## config.mk

```make
export PLATFORM = sky130hd
export DESIGN_NAME = exception_vector_controller
export DESIGN_NICKNAME = d
export VERILOG_FILES = /design/src/rtl/exception_vector_controller.sv
export SDC_FILE = /design/constraint.sdc
export NUM_CORES = 1
export LEC_CHECK = 0
export ABC_AREA = 1
export BUFFER_PORTS_ARGS = -buffer_cell sky130_fd_sc_hd__buf_2
export CORE_MARGIN = 2
export CORE_UTILIZATION = 35
export CTS_CLUSTER_DIAMETER = 100
export CTS_CLUSTER_SIZE = 40
export DETAILED_ROUTE_END_ITERATION = 10
export PLACE_DENSITY = 0.74
export SYNTH_ARGS = -nofsm -noshare
export SYNTH_HDL_FRONTEND = slang
export SYNTH_SLANG_ARGS = --single-unit
export TNS_END_PERCENT = 10
```

## constraint.sdc

```tcl
create_clock -name clk -period 3.3 [get_ports clk]
set_input_delay 0.33 -clock clk [delete_from_list [all_inputs] [get_ports clk]]
set_output_delay 0.33 -clock clk [all_outputs]
set_load 0.005 [all_outputs]
```

## src/rtl/exception_vector_controller.sv

```systemverilog
// Exception vector controller: captures per-source exception request pulses
// into sticky pending bits. It picks the highest-priority eligible source,
// offers its vector address to the fetch stage until the redirect is taken,
// and then waits a programmable number of holdoff cycles before it offers
// another exception.
module exception_vector_controller #(
   parameter int          NUM_SRC    = 7,
   parameter int          HOLDOFF    = 2,
   parameter logic [31:0] HIVEC_BASE = 32'hFFFF0000
) (
   input  logic               clk,
   input  logic               reset,
   input  logic [NUM_SRC-1:0] ExceptionReqW,
   input  logic [NUM_SRC-1:0] ExceptionMaskW,
   input  logic               HighVectorsW,
   input  logic               RedirectTakenW,
   output logic [31:0]        VectorPCnextF,
   output logic               ExceptionVectorSelectW,
   output logic [2:0]         ExceptionIdW,
   output logic [NUM_SRC-1:0] PendingW
);

   typedef enum logic [1:0] {IDLE, OFFER, HOLD} state_t;

   // Last count value of the holdoff window. The value is unused when
   // HOLDOFF is 0, because HOLD is never entered in that case.
   localparam logic [3:0] HOLD_LAST = 4'((HOLDOFF == 0) ? 0 : HOLDOFF - 1);

   state_t               state, state_n;
   logic [3:0]           cnt, cnt_n;
   logic [31:0]          pc_n;
   logic                 sel_n;
   logic [2:0]           id_n;
   logic [NUM_SRC-1:0]   pend_n;

   // The 7-bit views let the priority and clear logic always work on the
   // full source set. Sources at or above NUM_SRC are tied to zero.
   logic [6:0]           pend7, elig7, clr7;
   logic [2:0]           win;
   logic                 any_elig;
   logic [31:0]          base;

   // Offsets follow the classic vector table: the 0x14 slot is reserved.
   function automatic logic [31:0] vec_off(input logic [2:0] i);
      logic [2:0] slot;
      slot = (i <= 3'd4) ? i : 3'(i + 3'd1);
      return {27'b0, slot, 2'b00};
   endfunction

   // Widen the pending bits and apply the mask. Reset (bit 0) cannot be masked.
   always_comb begin
      pend7 = '0;
      elig7 = '0;
      for (int i = 0; i < NUM_SRC; i++) begin
         pend7[i] = PendingW[i];
         elig7[i] = PendingW[i] & ((i == 0) | ~ExceptionMaskW[i]);
      end
   end

   // Fixed-priority winner: Reset > DAbort > FIQ > IRQ > PAbort > Undef > SWI.
   always_comb begin
      win      = 3'd0;
      any_elig = |elig7;
      if      (elig7[0]) win = 3'd0;
      else if (elig7[4]) win = 3'd4;
      else if (elig7[6]) win = 3'd6;
      else if (elig7[5]) win = 3'd5;
      else if (elig7[3]) win = 3'd3;
      else if (elig7[1]) win = 3'd1;
      else if (elig7[2]) win = 3'd2;
   end

   assign base = HighVectorsW ? HIVEC_BASE : 32'h0;

   // Next-state logic, next outputs, and the pending clear mask for the offer FSM.
   always_comb begin
      state_n = state;
      cnt_n   = cnt;
      pc_n    = VectorPCnextF;
      id_n    = ExceptionIdW;
      sel_n   = ExceptionVectorSelectW;
      clr7    = '0;
      case (state)
         IDLE: begin
            sel_n = 1'b0;
            if (any_elig) begin
               pc_n    = base | vec_off(win);
               id_n    = win;
               sel_n   = 1'b1;
               state_n = OFFER;
            end
         end
         OFFER: begin
            sel_n = 1'b1;
            if (RedirectTakenW) begin
               // Taking Reset discards every other outstanding exception.
               if (ExceptionIdW == 3'd0) clr7 = '1;
               else                      clr7[ExceptionIdW] = 1'b1;
               sel_n = 1'b0;
               cnt_n = '0;
               state_n = (HOLDOFF == 0) ? IDLE : HOLD;
            end else if (pend7[0] && ExceptionIdW != 3'd0) begin
               // Only Reset preempts an offer. The displaced source stays pending.
               pc_n = base;
               id_n = 3'd0;
            end
         end
         HOLD: begin
            sel_n = 1'b0;
            if (cnt == HOLD_LAST) state_n = IDLE;
            else                  cnt_n   = cnt + 4'd1;
         end
         default: begin
            sel_n   = 1'b0;
            state_n = IDLE;
         end
      endcase
      // A new request beats a same-cycle clear, so nothing is lost.
      pend_n = (PendingW & ~clr7[NUM_SRC-1:0]) | ExceptionReqW;
   end

   // State, holdoff counter, pending bits and registered outputs.
   always_ff @(posedge clk) begin
      if (reset) begin
         state                  <= IDLE;
         cnt                    <= '0;
         PendingW               <= '0;
         VectorPCnextF          <= 32'h0;
         ExceptionVectorSelectW <= 1'b0;
         ExceptionIdW           <= 3'd0;
      end else begin
         state                  <= state_n;
         cnt                    <= cnt_n;
         PendingW               <= pend_n;
         VectorPCnextF          <= pc_n;
         ExceptionVectorSelectW <= sel_n;
         ExceptionIdW           <= id_n;
      end
   end

endmodule

```

# After elaboration in Yosys (flattened, before gate mapping)
# Index checks and enable logic that the tools add are counted.
classes:
  add_sub_neg: 2
  order_cmp: 3
  eq_ne: 9
  mux: 32
  n_bitwise: 16
  n_reduce_logical: 11
ops:
  columns: ["op", "n"]
  rows:
  - ["32-bit two-way mux", 4]
  - ["32-bit case mux with 2 select lines", 1]
  - ["32-bit by 5-bit bitwise OR with 32-bit output", 1]
  - ["3-bit two-way mux", 8]
  - ["7-bit two-way mux", 3]
  - ["2-bit two-way mux", 6]
  - ["2-bit != test, second input constant", 6]
  - ["4-bit two-way mux", 2]
  - ["4-bit case mux with 2 select lines", 1]
  - ["7-bit AND", 1]
  - ["7-bit inverter", 1]
  - ["7-bit bitwise OR", 1]
  - ["7-bit OR reduction", 1]
  - ["1-bit AND", 6]
  - ["1-bit inverter", 6]
  - ["2-bit case mux with 3 select lines", 1]
  - ["3-bit case mux with 2 select lines", 1]
  - ["3-bit AND reduction", 2]
  - ["4-bit by 1-bit adder with 4-bit output, second input constant", 1]
  - ["4-bit by 1-bit == test with 1-bit output, second input constant", 1]
  - ["3-bit by 4-bit less-than comparator with 1-bit output, second input constant", 1]
  - ["4-bit AND reduction", 1]
  - ["2-bit nonzero test", 2]
  - ["3-bit by 1-bit adder with 3-bit output, second input constant", 1]
  - ["11 further kinds", 14]
word_totals:
  reg_bits: 49
  inputBits: 18
  output_inout_bits: 43
  word_cells: 79

# Longest topological paths before layout
logic_depth:
  ltp_word: 14
  depth_mapped: 13
  ltp_nobuf: 13

# Least setup slack after synthesis
# Ideal clock, no wire load.
synth_timing:
  path_kind: "reg2reg"
  start: "register PendingW[2]"
  end: "register VectorPCnextF[3]"
  setup_time_ns: 0.132
  t_arrival_ns: 1.233
  required_time_ns: 3.168
  slack_ns: 1.935
  path_stages_with_launch: 13
  n_path_buf: 0
  period_less_slack_ns: 1.365
  path_cell_list: "dfxtp_1 -> inv_1 -> nor2_1 -> nand3_1 -> nand3_1 -> nand2_1 -> ha_1 -> inv_1 -> nand3_1 -> inv_1 -> nand2_1 -> nand3_1 -> a21oi_1"
synth_between:
  elab_chain_len: 13
synth_lines:
  columns: ["item", "line_no", "rtl"]
  rows:
  - ["start: declaration", "20", "output logic [NUM_SRC-1:0] PendingW"]
  - ["start signal: assignment", "134", "PendingW <= pend_n;"]
  - ["1-bit AND *", "56", "elig7[i] = PendingW[i] & ((i == 0) | ~ExceptionMaskW[i]);"]
  - ["2-bit two-way mux", "70", "else if (elig7[2]) win = 3'd2;"]
  - ["2-bit two-way mux", "69", "else if (elig7[1]) win = 3'd1;"]
  - ["2-bit two-way mux", "68", "else if (elig7[3]) win = 3'd3;"]
  - ["3-bit two-way mux", "67", "else if (elig7[5]) win = 3'd5;"]
  - ["3-bit two-way mux", "66", "else if (elig7[6]) win = 3'd6;"]
  - ["3-bit two-way mux", "65", "else if (elig7[4]) win = 3'd4;"]
  - ["3-bit two-way mux", "64", "if (elig7[0]) win = 3'd0;"]
  - ["3-bit by 1-bit adder with 3-bit output or 3-bit less-or-equal comparator (tied branches)", "46", "slot = (i <= 3'd4) ? i : 3'(i + 3'd1);"]
  - ["3-bit two-way mux", "46", null]
  - ["32-bit by 5-bit bitwise OR with 32-bit output", "87", "pc_n = base | vec_off(win);"]
  - ["32-bit two-way mux", "86", "if (any_elig) begin"]
  - ["32-bit case mux with 2 select lines", "83", "case (state)"]
  - ["end signal: assignment", "135", "VectorPCnextF <= pc_n;"]
  - ["end: declaration", "17", "output logic [31:0] VectorPCnextF,"]
# Every way passes the cells marked *; elsewhere a longest branch is shown, timed or not. The select of a mux whose other input is x is not followed.
# A chain may end at the register's enable or synchronous reset.

# Worst setup path in the final report
layout_timing:
  start: "register PendingW[0]"
  end: "register VectorPCnextF[2]"
layout_between:
  elab_chain_len: 6
layout_lines:
  columns: ["item", "line_no"]
  rows:
  - ["3-bit two-way mux", "64"]
  - ["3-bit by 1-bit adder with 3-bit output or 3-bit less-or-equal comparator (tied branches)", "46"]
  - ["3-bit two-way mux", "46"]
  - ["32-bit by 5-bit bitwise OR with 32-bit output", "87"]
  - ["32-bit two-way mux", "86"]
  - ["32-bit case mux with 2 select lines", "83"]
# Parallel ways exist; a longest one is shown, timed or not. The select of a mux whose other input is x is not followed.

==> results.txt <==
CP required = 3440 ps
cells after synthesis = 185
register share of total power = 45.7%
leakage = 0.7868 nW
# IOs = 61
hold_buf cts = 0
Worst EP arrival = 1700 ps
first-pass GRT wire length = 4084 um
drt wl/cell = 9.608 um
Layout area overhead = 12.62%
Hold Path Class = input pin to flop
Synth top area share = 32.62%
Crit Path Category = flop to flop
DRC = 0
clock power share = 26.3%
clock period minus worst slack = 1560 ps
Starting Density = 35.74%
vias in the first global route = 1019
Ant. Diodes = 0
FILL cells = 383
largest area contributor in the netlist = dfxtp_1
clock latency on the worst-skew pair = 260 ps
core footprint = 3606 sq um
Final Cycle Share = 47.26%
Peak VDD IR = 0.2730 mV
Reg area = 420.4 sq um
GR peak layer = met2
final cell count without fillers = 265
final wirelength = 2546 um
largest net degree at the start of global routing = 21
Setup crit end kind = flop
sequential element share of the synthesized area = 32.62%
row count = 22
vias = 1163
root buf cell = clkbuf_8
PwrDens = 448.6 nW/um^2
Worst setup startpoint = PendingW[0]
PostCTS Resize Cnt = 0
postcts setup bufs = 0
Distinct cells, synth = 25
synth top area cells = dfxtp_1 (33%), buf_4 (16%), nand2_1 (9.0%)
die width = 64.68 um
GRT Total Usage = 12.41%
final-report setup violation count = 0
# nets final = 240
hold path startpoint = ExceptionReqW[5]
Post-DP HPWL = 2020 um
clock sink total = 21
M2 GR Usage = 23.18%
Yosys reg bits = 21
multi-input logic area = 581.8 sq um
met1 global-route usage = 13.09%
RSZ-0062 raised after global routing = no
crit-path max FO = 4
Cells after DPL = 261
Routed Antenna Nets = 0
global-route met3 utilization = 4.514%
Switching Share = 33.24%
DR vias/cell = 4.389
DRT iter0 DRCs = 25
share of layout cells above drive strength 1 = 28.11%
input/output buffers = 46
CTS tree = yes
Hold Vio Cnt, Final = 0
switching power = 0.2165 mW
Comb power frac = 28.0%
Initial DRT Pass Iterations = 4
initial antenna violation count = 0
CTS buffer count = 3
outcome = completed
clk slew on worst S/H paths = 80 ps
R2R Path Start = PendingW[0]
full die area = 4184 sq um
GP Congestion = 0.7523
Synth warnings = 0
internal power = 0.4346 mW
average size of a mapped cell = 6.966 sq um
setup ws final = 1740 ps
mapped cell area = 1289 sq um
pins over their slew limit = 0
setup_tns = 0 ps
Fmax achieved = 641.2 MHz
maxcap violations = 0
# H-tree levels = 1
GR Overflow Total = 0
Worst Skew = 0.9162 ps
Longest Clk Path Bufs = 2
Placement Setup Slack = 1700 ps
Startpoint Class = flop
Die H = 64.68 um
[critical path, cell delays in order, from the launching register on]
cell and delay [ps]:
dfxtp_1 320, inv_1 130, nand2_1 100, inv_1 80
nand3_1 130, ha_1 210, inv_1 70, nand3_1 120
inv_1 100, nand2_1 60, nand3_1 70, a21oi_1 60
[flip-flops by register name, summed over array words and instances, names as in the netlist]
| name | flops |
|---|---|
| PendingW | 7 |
| VectorPCnextF | 4 |
| cnt | 4 |
| ExceptionIdW | 3 |
| state | 2 |
| ExceptionVectorSelectW | 1 |
[cells in the mapped netlist]
library cell / n
a211oi_1: 1
a21oi_1: 17
a21oi_2: 2
a21oi_4: 1
a31oi_1: 3
buf_2: 1
buf_4: 28
clkbuf_1: 1
conb_1: 1
dfxtp_1: 21
ha_1: 4
inv_1: 27
inv_2: 3
nand2_1: 31
nand2_2: 3
nand3_1: 12
nand3b_1: 2
nand4_1: 2
nor2_1: 16
nor2_2: 1
nor2_4: 1
nor3_1: 3
o21ai_0: 2
o21ai_1: 1
o31ai_1: 1
[power by group through the flow]
stage | Clock [mW] | Combinational (mW) | Sequential [mW]
after CTS | 0.177 | 0.183 | 0.298
after global placement | 0 | 0.179 | 0.303
after floorplan | 0 | 0.155 | 0.304
final | 0.171 | 0.182 | 0.298
after global routing | 0.189 | 0.209 | 0.302
after detailed placement | 0 | 0.182 | 0.304
[layout make-up]
| type | count | share of cell area (%) |
|---|---|---|
| sequential | 21 | 28.97 |
| multi-input combinational | 116 | 40.09 |
| timing repair buffer | 46 | 15.86 |
| inverter | 30 | 7.759 |
| clock inverter | 1 | 0.3448 |
| tap | 48 | 4.138 |
| clock buffer | 3 | 2.845 |
[cell usage in the layout (no fill, tap or decap), drive strengths merged]
cell / instances
a211oi: 1
a21oi: 20
a31oi: 3
buf: 46
clkbuf: 3
clkinv: 1
conb: 13
dfxtp: 21
ha: 4
inv: 30
nand2: 34
nand3: 12
nand3b: 2
nand4: 2
nor2: 18
nor3: 3
o21ai: 3
o31ai: 1
[kinds of logic after synthesis]
family | Yosys count | share of synthesized area [%]
fa+ha+maj | 4 | 3.884
buf+inv | 60 | 25.73
compound gates | 28 | 13.01
simple gates | 71 | 24.47
flops | 21 | 32.62
other cells | 1 | 0.2910
[layer usage]
layer,up-vias,wire (um)
li1,608,-
met1,517,1113
met2,36,1265
met3,2,155
met4,0,12
met5,-,0
[per-stage QoR]
stage / hold slack, ps / util, % / power, mW / instance area (sq um)
2_1_floorplan: 447.4 / - / 0.4589 / 1334
3_3_place_gp: 453.0 / 38.97 / 0.4830 / 1405
3_5_place_dp: 456.1 / 38.97 / 0.4862 / 1405
4_1_cts: 269.2 / 40.25 / 0.6573 / 1451
5_1_grt: 267.3 / 40.25 / 0.6998 / 1451
6_report: 268.7 / 40.25 / 0.6511 / 1451
[worst paths after layout]
| path | end | slack [ps] | depth (start not counted) |
|---|---|---|---|
| max reg2reg | VectorPCnextF[2] | 1740 | 11 |
| max | VectorPCnextF[2] | 1740 | 11 |
| min | PendingW[5] | 270 | 3 |
| min reg2reg | VectorPCnextF[3] | 460 | 2 |
Note: power is estimated with default switching activity, not from simulation.
